[config.mk]
export PLATFORM = sky130hd
export DESIGN_NAME = fir_param_cfg
export DESIGN_NICKNAME = d
export VERILOG_FILES = /design/src/rtl/fir_param_cfg.sv
export SDC_FILE = /design/constraint.sdc
export NUM_CORES = 1
export LEC_CHECK = 0
export CORE_MARGIN = 2
export CORE_UTILIZATION = 27
export CTS_CLUSTER_SIZE = 28
export DETAILED_ROUTE_END_ITERATION = 8
export PLACE_DENSITY = 0.45
export SLEW_MARGIN = 20
export SYNTH_ARGS = -nofsm -noshare
export SYNTH_HDL_FRONTEND = slang
export SYNTH_SLANG_ARGS = --single-unit
[constraint.sdc]
create_clock -name clk -period 8.2 [get_ports clk]
set_input_delay 2.46 -clock clk [delete_from_list [all_inputs] [get_ports clk]]
set_output_delay 2.46 -clock clk [all_outputs]
set_load 0.01 [all_outputs]
[src/rtl/fir_param_cfg.sv]
// Parametrised direct-form FIR with shift-loaded signed coefficients and an IDLE/RUN/CONFIG controller.
// Optional output saturation is enabled by defining FIR_PARAM_SAT_EN; by default the result wraps.
//
// state  | meaning
// IDLE   | no sample accepted last cycle, not loading coefficients
// RUN    | streaming samples
// CONFIG | cfg_load seen last cycle; coefficients shifting in, samples dropped
module fir_param_cfg #(
  parameter int DATA_W = 6,
  parameter int COEF_W = 2,
  parameter int TAPS   = 8,
  parameter int OUT_W  = 8
) (
  input  logic                     clk,
  input  logic                     reset,
  input  logic                     in_valid,
  input  logic signed [DATA_W-1:0] in_data,
  input  logic                     cfg_load,
  input  logic signed [COEF_W-1:0] cfg_coef,
  output logic                     out_valid,
  output logic signed [OUT_W-1:0]  out_data,
  output logic                     cfg_full,
  output logic                     busy_cfg
);

  localparam int ACC_W  = DATA_W + COEF_W + $clog2(TAPS);
  localparam int PROD_W = DATA_W + COEF_W;
  localparam int CNT_W  = $clog2(TAPS + 1);

  typedef enum logic [1:0] {IDLE, RUN, CONFIG} state_t;

  state_t                    state;
  logic signed [DATA_W-1:0]  dline     [TAPS];
  logic signed [DATA_W-1:0]  dline_nxt [TAPS];
  logic signed [COEF_W-1:0]  tap       [TAPS];
  logic signed [PROD_W-1:0]  prod      [TAPS];
  logic        [CNT_W-1:0]   cnt;
  logic signed [ACC_W-1:0]   acc;
  logic signed [OUT_W-1:0]   result;

  // The sum covers the line as it will be after this cycle's shift, so the new sample contributes.
  always_comb begin
    dline_nxt[0] = in_data;
    for (int i = 1; i < TAPS; i++) dline_nxt[i] = dline[i-1];
    acc = '0;
    for (int i = 0; i < TAPS; i++) begin
      prod[i] = PROD_W'(dline_nxt[i]) * PROD_W'(tap[i]);
      acc     = acc + ACC_W'(prod[i]);
    end
  end

`ifdef FIR_PARAM_SAT_EN
  localparam logic signed [ACC_W-1:0] SAT_MAX = {{(ACC_W-OUT_W+1){1'b0}}, {(OUT_W-1){1'b1}}};
  localparam logic signed [ACC_W-1:0] SAT_MIN = {{(ACC_W-OUT_W+1){1'b1}}, {(OUT_W-1){1'b0}}};

  always_comb begin
    if (acc > SAT_MAX)      result = SAT_MAX[OUT_W-1:0];
    else if (acc < SAT_MIN) result = SAT_MIN[OUT_W-1:0];
    else                    result = acc[OUT_W-1:0];
  end
`else
  logic unused_acc;

  assign result     = acc[OUT_W-1:0];
  assign unused_acc = ^acc;
`endif

  always_ff @(posedge clk) begin
    if (reset) begin
      state     <= IDLE;
      cnt       <= '0;
      out_valid <= 1'b0;
      out_data  <= '0;
      for (int i = 0; i < TAPS; i++) begin
        dline[i] <= '0;
        tap[i]   <= (i % 2 == 0) ? COEF_W'(1) : '0;
      end
    end else begin
      out_valid <= 1'b0;
      if (cfg_load) begin
        state  <= CONFIG;
        tap[0] <= cfg_coef;
        for (int i = 1; i < TAPS; i++) tap[i] <= tap[i-1];
        for (int i = 0; i < TAPS; i++) dline[i] <= '0;
        // Entering CONFIG restarts the count; this cycle's coefficient is the first one.
        if (state != CONFIG)          cnt <= CNT_W'(1);
        else if (cnt != CNT_W'(TAPS)) cnt <= cnt + CNT_W'(1);
      end else begin
        if (in_valid) begin
          dline     <= dline_nxt;
          out_valid <= 1'b1;
          out_data  <= result;
        end
        case (state)
          IDLE:    state <= in_valid ? RUN : IDLE;
          RUN:     state <= in_valid ? RUN : IDLE;
          default: state <= IDLE;
        endcase
      end
    end
  end

  assign cfg_full = (cnt == CNT_W'(TAPS));
  assign busy_cfg = (state == CONFIG);

endmodule
# Word-level counts from Yosys, hierarchy flattened
# Memories as Yosys holds them, arrays and structs flattened.
# Cells that the tools add are included.
# classes
addsub	8
mul	8
bitwise_logic	10
n_mux	19
n_eq_ne	5
n_reduce_logical	7
# ops
op	count
6-bit by 2-bit multiplier with 8-bit output	8
8-bit adder	7
2-bit 2-to-1 mux	9
1-bit 2-to-1 mux	8
4-bit 2-to-1 mux	2
1-bit bitwise OR	8
4-bit by 1-bit adder with 4-bit output, second input constant	1
4-bit equality test, second input constant	1
4-bit inequality test, second input constant	1
2-bit AND reduction	2
2-bit OR reduction	2
3-bit OR reduction	1
2-bit by 1-bit equality test with 1-bit output, second input constant	1
2-bit equality test, second input constant	1
2-bit zero test	1
2-bit inequality test, second input constant	1
1-bit inverter	2
2-bit nonzero test	1
# word_totals
word_cells	70
memories	1
in_bits	12
regBits	57
mem_bits_rw	16
output_inout_bits	11
# memory_table
name	depth	word_bits	read_ports	rd_ports_with_merged_regs	wr	line	text
tap	8	2	8	0	8	35	logic signed [COEF_W-1:0] tap [TAPS];

# Longest topological paths before layout
# Gate-level depths: netlist (run 1).
# An unclocked memory read counts as a cell.
# depth
word_depth	9
depth_mapped	20
depth_no_buf	20

# Worst setup path after synthesis (run 1)
# OpenSTA, ideal clock, no wires.
# synth_timing
kind	input port to flip-flop
start	in in_data[0]
end	reg out_data[7]
t_arrival_ps	6997
path_stages	19
setup_ps	79
t_required_ps	8121
n_path_buf	0
path_slack_ps	1124
cell_sequence	nand2b_1 -> fa_1 -> fa_1 -> fa_1 -> inv_1 -> fa_1 -> inv_1 -> fa_1 -> fa_1 -> inv_1 -> ha_1 -> inv_1 -> fa_1 -> nand2b_1 -> a21oi_1 -> o21ai_0 -> nand2b_1 -> xnor2_1 -> a211oi_2
# synth_via
elab_chain_cells	8
# synth_lines
element	line	text
start: declaration	17	input logic signed [DATA_W-1:0] in_data,
6-bit by 2-bit multiplier with 8-bit output	47	prod[i] = PROD_W'(dline_nxt[i]) * PROD_W'(tap[i]);
8-bit adder (7 in series)	48	acc = acc + ACC_W'(prod[i]);
end signal: assignment	92	out_data <= result;
end: declaration	21	output logic signed [OUT_W-1:0] out_data,
# Every way passes these cells.
# A chain may end at the register's enable or synchronous reset.

# Final worst setup path (run 1)
# Same ends and word-level chain as after synthesis.

==> impl_metrics.toml, run 1 <==
[clocking]
cts_hold_buf = 0
cts_setup_buffers = 0
insertion_delay_ns = 0.35
clk_pin_slew_ns = 0.06
cts_buffer_depth = 2
tritoncts = "yes"
cts_resized = 0
cts_sinks = 73
cts_root_buf = "clkbuf_16"
htree_levels = 3
cts-buffers-inserted = 9

[floorplan]
core_sq_mm = 0.0212
die_w_um = 151
initial_core_util = 0.277
die_h_um = 151
core.rowCount = 53
io_pins = 23
die_area_sq_mm = 0.0229

[layout]
antennaDiodeCount = 0
n_fill_cell = 2188
final_cells = 881
syn_to_final_growth_pct = 14.3
final_area_sq_mm = 0.00670
drive_gt1_frac = 0.0396
layout.nets = 722

[synth]
avgSynthCellArea_sq_um = 10.1
synth_edf_count = 16
synthCells = 581
post-synth-top-area-cell = "fa_1"
synthesis.nets = 702
synthAdderAreaFrac = 0.344
synth_xor_area_frac = 0.0365
synth_seq_area_share = 0.277
synth_ff_type = "dfxtp_1"
synthSimpleGateAreaFrac = 0.164
synthTopCellsByArea = "fa_1 (30%), dfxtp_1 (19%), edfxtp_1 (8.2%), mux2i_1 (7.2%), inv_1 (6.9%)"
yosysTopAreaCellShare = 0.297
syn_area_sq_mm = 0.00586
yosys_warnings = 0
synthDistinctLibCells = 35
synth_compound_area_frac = 0.0265
async_flop_share = 0
ys_seq_elements = 73
synth_top_family_by_area = "adder cells"
synth_mux_area_frac = 0.0736

[route]
drc = 0
detail_route.first_pass.iterations = 4
routedWlPerCell_um = 15.1
vias = 3691
via_per_inst = 4.19
drt-total-wl_mm = 13.3
first_iter_violations = 133
ant_nets = 0

[pwr]
vdd_drop_max_mv = 0.177
pwr_density_cell_mw_per_mm2 = 259
power_leakage_nw = 2.95
finalPower_w = 0.00174

[worst_setup_path]
crit_arrival_ns = 7.74
critPathCaptureType = "register"
crit_required_ns = 8.46
reg2reg_from = "tap[0][1]"
crit_path_start = "in_data[0]"
path_max_fanout = 3
critPathLaunchType = "input pin"
path_class = "in -> reg"

[global_route]
antenna_found_initial = 0
grt_max_degree = 59
grt_pass1_wl_mm = 21.9
first_global_vias = 4028
grtUsageTotal = 0.129
grt_overflow = 0

[place]
placed_cells = 865
hpwl_mm = 10.4
gp_congestion = 0.815
placed_area_sq_mm = 0.00638
port_buffers = 22

[sta]
fin_hold_ws_ns = 0.432
max_slew.worst_pin.slew_ns = 1.05
rsz0062_at_grt = "false"
fin_skew_ns = 0.00913
fin_crit_sh = 0.912
hold_viol_final = 0
period_needed_ns = 7.48
slew_headroom = 0.297
slew_violations = 0
max_freq_ghz = 0.134
setup_viol = 0
setup-tns-final_ns = 0

[outcome]
status = "finished clean"

[hold_path]
min_from = "state[1]"
hp-class = "reg -> reg"

[job]
cap_violations = 0
-- through the flow --
| stage | util | setup slack [ns] |
|---|---|---|
| 2_1_floorplan | - | 1.12 |
| 3_3_place_gp | 0.302 | 0.448 |
| 3_5_place_dp | 0.302 | 0.346 |
| 4_1_cts | 0.317 | 0.706 |
| 5_1_grt | 0.317 | 0.434 |
| 6_report | 0.317 | 0.722 |
-- layout make-up --
cell class                 instances  area, sq um  share of cell area
clock buffer                      10          250              0.0373
clock inverter                     6         71.3              0.0106
inverter                         108          405              0.0605
multi-input combinational        385         3780               0.564
sequential                        73         1620               0.242
tap                              275          344              0.0513
timing repair buffer              24          230              0.0343
-- sequential cells by signal, summed over array words and instances (netlist names) --
| signal | flops |
|---|---|
| out_data | 8 |
| tap | 16 |
| dline | 42 |
| out_valid | 1 |
| state | 2 |
| cnt | 4 |
-- worst paths after layout --
check	endpoint	slack, ns	cells past startpoint
worst max-delay path	out_data[7]	0.72	20
worst min register to register	state[0]	0.43	1
worst min-delay path	state[0]	0.43	1
worst max register to register	out_data[7]	2.63	19
-- per-layer routing --
metal,vias to the layer above,part of all wire,track usage
met2,38,0.48,0.210
met3,13,0.031,0.0262
met1,1841,0.48,0.172
met5,-,0,0
met4,0,0.013,0.0364
li1,1799,-,-
-- report_power, final --
group	internal [W]	switching (W)	leakage [nW]
logic	0.000421	0.000467	2.16
clock network	0.000258	0.000177	0.158
registers	0.000389	0.0000242	0.630
-- Yosys cell counts, types with 3 or more instances --
library cell and number:
inv_1 108, fa_1 87, dfxtp_1 57, nor2_1 53
mux2i_1 42, and2_1 39, nand2b_1 33, nand2_1 27
ha_1 22, nor2b_1 22, xnor2_1 18, edfxtp_1 16
clkbuf_1 13, a21oi_1 11, o21ai_0 7, a21o_1 3
-- worst max-delay path: stages --
cell             delay, ns
clkdlybuf4s50_1       0.44
nand2b_1              0.18
fa_1                  0.54
fa_1                  0.43
fa_1                  0.51
inv_1                 0.05
fa_1                  0.53
inv_1                 0.05
fa_1                  0.52
fa_1                  0.48
inv_1                 0.06
ha_1                  0.16
inv_1                 0.05
fa_1                  0.38
nand2b_1              0.19
a21oi_1               0.17
o21ai_0               0.10
nand2b_1              0.09
xnor2_1               0.09
a211oi_2              0.23
-- kinds of logic after synthesis --
| kind of cell | after synthesis |
|---|---|
| simple gates | 185 |
| xor+xnor | 22 |
| buf+inv | 123 |
| mux | 43 |
| flops | 73 |
| compound gates | 26 |
| fa+ha+maj | 109 |
-- cells in the final DEF (no fill, tap or decap), drive strengths merged, types with 2 or more instances in the layout --
master / count
xnor2: 19
clkdlybuf4s50: 21
and2: 40
a21oi: 11
o21ai: 7
or2: 2
edfxtp: 16
nand2: 27
ha: 22
xor2: 2
nor2b: 22
a211oi: 3
clkinv: 2
buf: 3
nand2b: 33
clkbuf: 10
dfxtp: 57
inv: 111
fa: 87
and3: 2
a21o: 3
mux2i: 42
nor2: 53
Power figures use the tool's default switching activity.
==> inputs of run 2 (changes only) <==
- PLACE_DENSITY: 0.45 -> not set
==> run 2 against run 1 <==
- final area decreased by 0.49%
- largest cell class unchanged
- first-iteration DRC count up 3.0%
- register-to-register slack hardly changed
==> impl_metrics.toml, run 2 (synthesis results as in run 1) <==
[clocking]
cts_sinks = 73
cts_buffer_depth = 2
cts_setup_buffers = 0
htree_levels = 3
clk_pin_slew_ns = 0.06
cts_resized = 0
cts-buffers-inserted = 9
cts_hold_buf = 0
cts_root_buf = "clkbuf_16"
tritoncts = "yes"
insertion_delay_ns = 0.35

[sta]
fin_ws_ns = 0.717
setup_viol = 0
period_needed_ns = 7.48
fin_crit_sh = 0.913
rsz0062_at_grt = "false"
max_slew.worst_pin.slew_ns = 1.04
fin_skew_ns = 0.00962
max_freq_ghz = 0.134
hold_viol_final = 0
slew_violations = 0
setup-tns-final_ns = 0
slew_headroom = 0.303

[layout]
final_area_sq_mm = 0.00667
layout.nets = 722
largest_register_ffs = 42
reg.largest.list = "dline (42), tap (16), out_data (8)"
final_util = 0.315
final_cell_mix = "inv_1 (108), fa_1 (87), dfxtp_1 (57), nor2_1 (53), mux2i_1 (42)"
n_fill_cell = 2179
final_common_cell = "inv_1"
largest-register = "dline"
drive_gt1_frac = 0.0380
final_cells = 881
antennaDiodeCount = 0
syn_to_final_growth_pct = 13.7

[worst_setup_path]
r2r_cells = 19
path_max_fanout = 3
crit_required_ns = 8.46
path_class = "in -> reg"
slowest_stage = "fa_1"
cp_common_cell = "fa_1"
max_stage_delay_ns = 0.54
critPathCaptureType = "register"
critPathLaunchType = "input pin"
crit_path_start = "in_data[0]"
path_cells = "clkdlybuf4s50_1 > nand2b_1 > fa_1 > fa_1 > fa_1 > inv_1 > fa_1 > inv_1 > fa_1 > fa_1 > inv_1 > ha_1 > inv_1 > fa_1 > nand2b_1 > a21oi_1 > o21ai_0 > nand2b_1 > xnor2_1 > a211oi_2"
reg2reg_from = "tap[1][3]"
crit_arrival_ns = 7.75

[route]
first_iter_violations = 137
ant_nets = 0
via_per_inst = 4.15
vias = 3659
drt-total-wl_mm = 12.0
detail_route.first_pass.iterations = 4
drc = 0
routedWlPerCell_um = 13.6

[hold_path]
min_path_cells = 1
hp-class = "reg -> reg"
min_from = "state[1]"

[place]
hpwl_mm = 9.35
placed_cells = 865
pre_cts_slack_ns = 0.361
port_buffers = 22
gp_congestion = 0.782
placed_area_sq_mm = 0.00638

[pwr]
pwr_density_cell_mw_per_mm2 = 251
power_leakage_nw = 2.93
vdd_drop_max_mv = 0.168

[floorplan]
die_w_um = 151
die_h_um = 151
core_sq_mm = 0.0212
die_area_sq_mm = 0.0229
core.rowCount = 53
io_pins = 23
initial_core_util = 0.277

[global_route]
antenna_found_initial = 0
grt_pass1_wl_mm = 20.1
grt_max_degree = 59
grtUsageTotal = 0.117
first_global_vias = 3867
grt_overflow = 0

[outcome]
status = "finished clean"

[job]
cap_violations = 0
## run 2: changes by cell type in the layout (fill, tap and decap cells not counted), sizes merged
| cell | before | now |
|---|---|---|
| clkinvlp | 0 | 1 |
| clkbuf | 10 | 11 |
| clkinv | 2 | 3 |
| inv | 111 | 108 |
## run 2: final cells by class
type,count,area (sq um),share of cell area
clock inverters,5,56.3,0.00844
inverters,108,405,0.0608
multi-input cells,385,3780,0.567
repair buffers,24,230,0.0345
well taps,275,344,0.0516
flip-flops and latches,73,1620,0.243
clock buffers,11,233,0.0349
## run 2: per-stage QoR
step / hold slack [ns] / power, W
after global routing: 0.451 / 0.00184
after floorplan: 0.402 / 0.00108
after global placement: 0.408 / 0.00130
after CTS: 0.432 / 0.00172
final: 0.427 / 0.00167
after detailed placement: 0.423 / 0.00130
## run 2: final timing paths
check                end  slack (ns)
max          out_data[7]        0.72
min             state[0]        0.43
max reg2reg  out_data[7]        2.64
min reg2reg     state[0]        0.43
## run 2: where the power goes
group | switching, W | internal [W] | leakage [nW]
logic | 0.000448 | 0.000415 | 2.16
registers | 0.0000226 | 0.000389 | 0.630
clock network | 0.000164 | 0.000235 | 0.139
total | 0.000634 | 0.00104 | 2.93
## run 2: worst max-delay path, delay by kind of cell
family,cells,cell delay [ns]
adder cells (fa/ha/maj),8,3.55
XOR/XNOR,1,0.09
AND/OR/NAND/NOR,3,0.48
AO/OA/AOI/OAI,3,0.51
buffers and inverters,5,0.66
## run 2: metal layers
| layer | track usage | part of all wire |
|---|---|---|
| met5 | 0 | 0 |
| met3 | 0.0304 | 0.034 |
| met2 | 0.187 | 0.47 |
| met4 | 0.0374 | 0.016 |
| met1 | 0.155 | 0.48 |
==> edit 1 (config.mk and constraints of run 1) <==
Add an input register stage for `cfg_load` and `cfg_coef`; this delays them by one clock. The other inputs are not delayed to match. Comments in the files are not updated.
--- a/src/rtl/fir_param_cfg.sv
+++ b/src/rtl/fir_param_cfg.sv
@@ -28,6 +28,14 @@
   localparam int CNT_W  = $clog2(TAPS + 1);
 
   typedef enum logic [1:0] {IDLE, RUN, CONFIG} state_t;
+
+  logic cfg_load_q;
+  logic signed [COEF_W-1:0] cfg_coef_q;
+
+  always_ff @(posedge clk) begin
+    cfg_load_q <= cfg_load;
+    cfg_coef_q <= cfg_coef;
+  end
 
   state_t                    state;
   logic signed [DATA_W-1:0]  dline     [TAPS];
@@ -77,9 +85,9 @@
       end
     end else begin
       out_valid <= 1'b0;
-      if (cfg_load) begin
+      if (cfg_load_q) begin
         state  <= CONFIG;
-        tap[0] <= cfg_coef;
+        tap[0] <= cfg_coef_q;
         for (int i = 1; i < TAPS; i++) tap[i] <= tap[i-1];
         for (int i = 0; i < TAPS; i++) dline[i] <= '0;
         // Entering CONFIG restarts the count; this cycle's coefficient is the first one.
Function: changed (a bounded check fails within 4 cycles, from zero or initial values and one cycle with reset high).
==> edit 1 against run 1 <==
- area after synthesis rose by 1.0%
- sequential cell count rose by 3
- setup slack improved by 0.055 ns
- final area rose by 1.2%
- die area rose by 1.0%
- routed wire length rose by 0.90%
- register-to-register slack got worse by 0.02 ns
- sequential share of layout area rose by 0.59 points
- total power fell by 2.5%
- largest power group unchanged
- combinational power fell by 8.4%
==> edit 1: results <==
{
  "finClkSkew_ns": 0.009954,
  "vias": 3735,
  "antenna_found_initial": 0,
  "arrival_ns": 7.62,
  "finalNetCount": 726,
  "filler_cell_count": 2200,
  "leakage_nw": 2.978,
  "grt_use_total_pct": 12.52,
  "p_int_mw": 1.083,
  "drtIter0Drc": 196,
  "synth_common_cells": "108 x inv_1, 87 x fa_1, 60 x dfxtp_1",
  "synth-seq-area-share_pct": 28.38,
  "synth_edf_count": 16,
  "wl_per_cell_um": 15.04,
  "vdd_drop_max_mv": 0.1187,
  "layout-drive-gt1-share_pct": 3.607,
  "syn_nets": 705,
  "slew_headroom_pct": 37.79,
  "holdWs_ns": 0.4399,
  "grt_pass1_wl_um": 22630,
  "grt_pass1_vias": 4143,
  "r2r-start": "tap[1][3]",
  "gp_congestion": 0.7770,
  "place_ws_ns": 0.3971,
  "status": "completed"
}
[edit 1: cell types whose count changed after synthesis, sizes merged]
cell	before	now
dfxtp	57	60
[edit 1: per-stage QoR]
stage,cells,area [um^2]
2_1_floorplan,584,5924
3_3_place_gp,874,6455
3_5_place_dp,874,6455
4_1_cts,890,6785
5_1_grt,890,6785
6_report,890,6785
[edit 1: kinds of logic after synthesis]
| family | share of synthesized area, % |
|---|---|
| fa+ha+maj | 34.04 |
| compound gates | 2.619 |
| simple gates | 16.24 |
| buf+inv | 7.814 |
| flops | 28.38 |
| xor+xnor | 3.611 |
| mux | 7.286 |
[edit 1: metal layers]
metal  global-route usage, %  up-vias  wire, um  share of wire, %
met5                       0        -         0                 0
met4                   3.827        0       224               1.7
met2                   20.42       44      6261                47
met3                   2.418       13       366               2.7
li1                        -     1812         -                 -
met1                   16.89     1866      6537                49
[edit 1: worst max-delay path by stage]
stage | startpoint | endpoint | slack [ns]
floorplan | in_data[0] | out_data[7] | 1.12
global placement | in_data[0] | out_data[7] | 0.43
detailed placement | in_data[0] | out_data[7] | 0.40
CTS | in_data[0] | out_data[7] | 0.75
global route | in_data[0] | out_data[7] | 0.48
finish | in_data[0] | out_data[7] | 0.78
[edit 1: critical path: stages]
cell and delay, ns:
clkdlybuf4s50_1 0.45, nand2b_1 0.19, fa_1 0.54, fa_1 0.43, fa_1 0.51, inv_1 0.05
fa_1 0.53, inv_1 0.05, fa_1 0.50, fa_1 0.48, inv_1 0.07, ha_1 0.16
inv_1 0.05, fa_1 0.37, nand2b_1 0.19, a21oi_1 0.18, o21ai_0 0.10, nand2b_1 0.09
xnor2_1 0.14, a211oi_2 0.09
[edit 1: cell type report]
class	instances	share of cell area, %
clock buffer	9	3.319
sequential	76	24.78
multi-input combinational	385	55.71
inverter	108	5.975
clock inverter	7	1.549
timing repair buffer	25	3.504
tap	280	5.163
[edit 1: power by group through the flow]
stage	clock, mW	combinational, mW	sequential (mW)
after global placement	0	0.815	0.433
after detailed placement	0	0.814	0.434
after global routing	0.484	0.932	0.428
after floorplan	0	0.626	0.427
final	0.455	0.813	0.425
after CTS	0.471	0.826	0.426
==> edit 2 (config.mk and constraints of run 1) <==
Made on the original files. The option `FIR_PARAM_SAT_EN` is turned on by a define.
--- a/src/rtl/fir_param_cfg.sv
+++ b/src/rtl/fir_param_cfg.sv
@@ -5,6 +5,8 @@
 // IDLE   | no sample accepted last cycle, not loading coefficients
 // RUN    | streaming samples
 // CONFIG | cfg_load seen last cycle; coefficients shifting in, samples dropped
+`define FIR_PARAM_SAT_EN
+
 module fir_param_cfg #(
   parameter int DATA_W = 6,
   parameter int COEF_W = 2,
Formal check against the unedited RTL: not equivalent (a bounded check fails within 10 cycles, from zero or initial values and one cycle with reset high).
==> edit 2 against run 1 <==
- die area is 10% higher
- sequential cell count did not move
- routed wire length up 15%
- synthesized cell count grew 12%
- area after synthesis up 11%
- final area up 10%
- sequential share of layout area is 2.2 points lower
- non-clock buffer count grew 6
- setup slack got worse by 0.35 ns
- critical path type unchanged
- critical endpoint is now out_data[2]
- highest routed layer unchanged
Power is not compared: it rests on default switching activity, and its combinational part moved more than twofold at a synthesized area within 25%.
==> edit 2: results <==
{
  "status": "completed",
  "gp_congestion": 0.7973,
  "arrival_ns": 8.04,
  "cts-root-buf": "clkbuf_16",
  "grt_pass1_wl_um": 25730,
  "met3_length_um": 596,
  "filler_cell_count": 2496,
  "drt_first_pass_iters": 5,
  "drtIter0Drc": 154,
  "wl_met2_um": 7396,
  "worstMarginPinSlew_ns": 0.7269,
  "cp_max_fo": 7,
  "grt_use_total_pct": 13.18,
  "ys_top_cells_by_area": "fa_1 33%, dfxtp_1 18%, inv_1 8.0%, edfxtp_1 7.4%, mux2i_1 6.5%",
  "dp_hpwl_um": 11940,
  "drt-met1-wl_um": 7049,
  "synth_compound_area_share_pct": 4.587,
  "layout-drive-gt1-share_pct": 5.124,
  "vdd_drop_max_mv": 0.3061,
  "synth_cell_type_count": 41,
  "syn_nets": 795,
  "synth_common_cells": "138 x inv_1, 106 x fa_1, 65 x nor2_1",
  "stdcell_count": 1002,
  "use_met1_pct": 17.38,
  "reg.largest.list": "dline x42, tap x16, out_data x8",
  "placedCellCount": 986,
  "wl_per_cell_um": 15.18,
  "finClkSkew_ns": 0.007996,
  "synth_mux_area_share_pct": 6.687,
  "cp_slowest_stage_delay_ns": 0.55,
  "met3_usage_pct": 2.631,
  "finalNetCount": 822,
  "synth-seq-area-share_pct": 24.98,
  "grt_pass1_vias": 4807,
  "grt_use_met2_pct": 22.21,
  "synthAdderAreaFrac_pct": 37.70
}
## edit 2: cell count changes in the layout (fill, tap and decap cells not counted), sizes merged, moves of 6 or more
| cell | run 1 | this run |
|---|---|---|
| and2 | 40 | 34 |
| buf | 3 | 9 |
| fa | 87 | 106 |
| inv | 111 | 140 |
| nand2 | 27 | 39 |
| nor2 | 53 | 65 |
| nor2b | 22 | 12 |
| o21ai | 7 | 13 |
| xnor2 | 19 | 9 |
## edit 2: final timing paths
| check | start | to | slack [ns] |
|---|---|---|---|
| worst max-delay path | in_data[1] | out_data[2] | 0.37 |
| worst min-delay path | state[1] | state[0] | 0.43 |
| worst max register to register | tap[1][1] | out_data[2] | 2.24 |
| worst min register to register | state[1] | state[0] | 0.43 |
## edit 2: layout make-up
type	count	area, um^2	area share [%]
clock inverter	6	41.29	0.5591
clock buffer	10	229.0	3.101
tap	319	399.1	5.405
sequential	73	1622	21.96
inverter	138	518.0	7.015
multi-input combinational	426	4300	58.23
timing repair buffer	30	275.3	3.728
## edit 2: cell families after synthesis
| group | after synthesis |
|---|---|
| xor gates and xnor gates | 12 |
| buffers and inverters | 152 |
| DFF | 73 |
| adders and majority gates | 132 |
| AOI/OAI and AO/OA | 41 |
| and+or+nand+nor | 198 |
| muxes | 43 |
## edit 2: per-stage QoR
stage	hold slack (ns)	setup WS (ns)	instance area (um^2)	total power, mW
CTS	0.4411	0.3571	7385	2.779
global placement	0.4167	0.1050	7114	2.347
detailed placement	0.4217	0.004762	7114	2.381
finish	0.4299	0.3679	7385	2.734
global route	0.4676	0.06573	7385	3.033
floorplan	0.4025	0.7962	6492	1.931
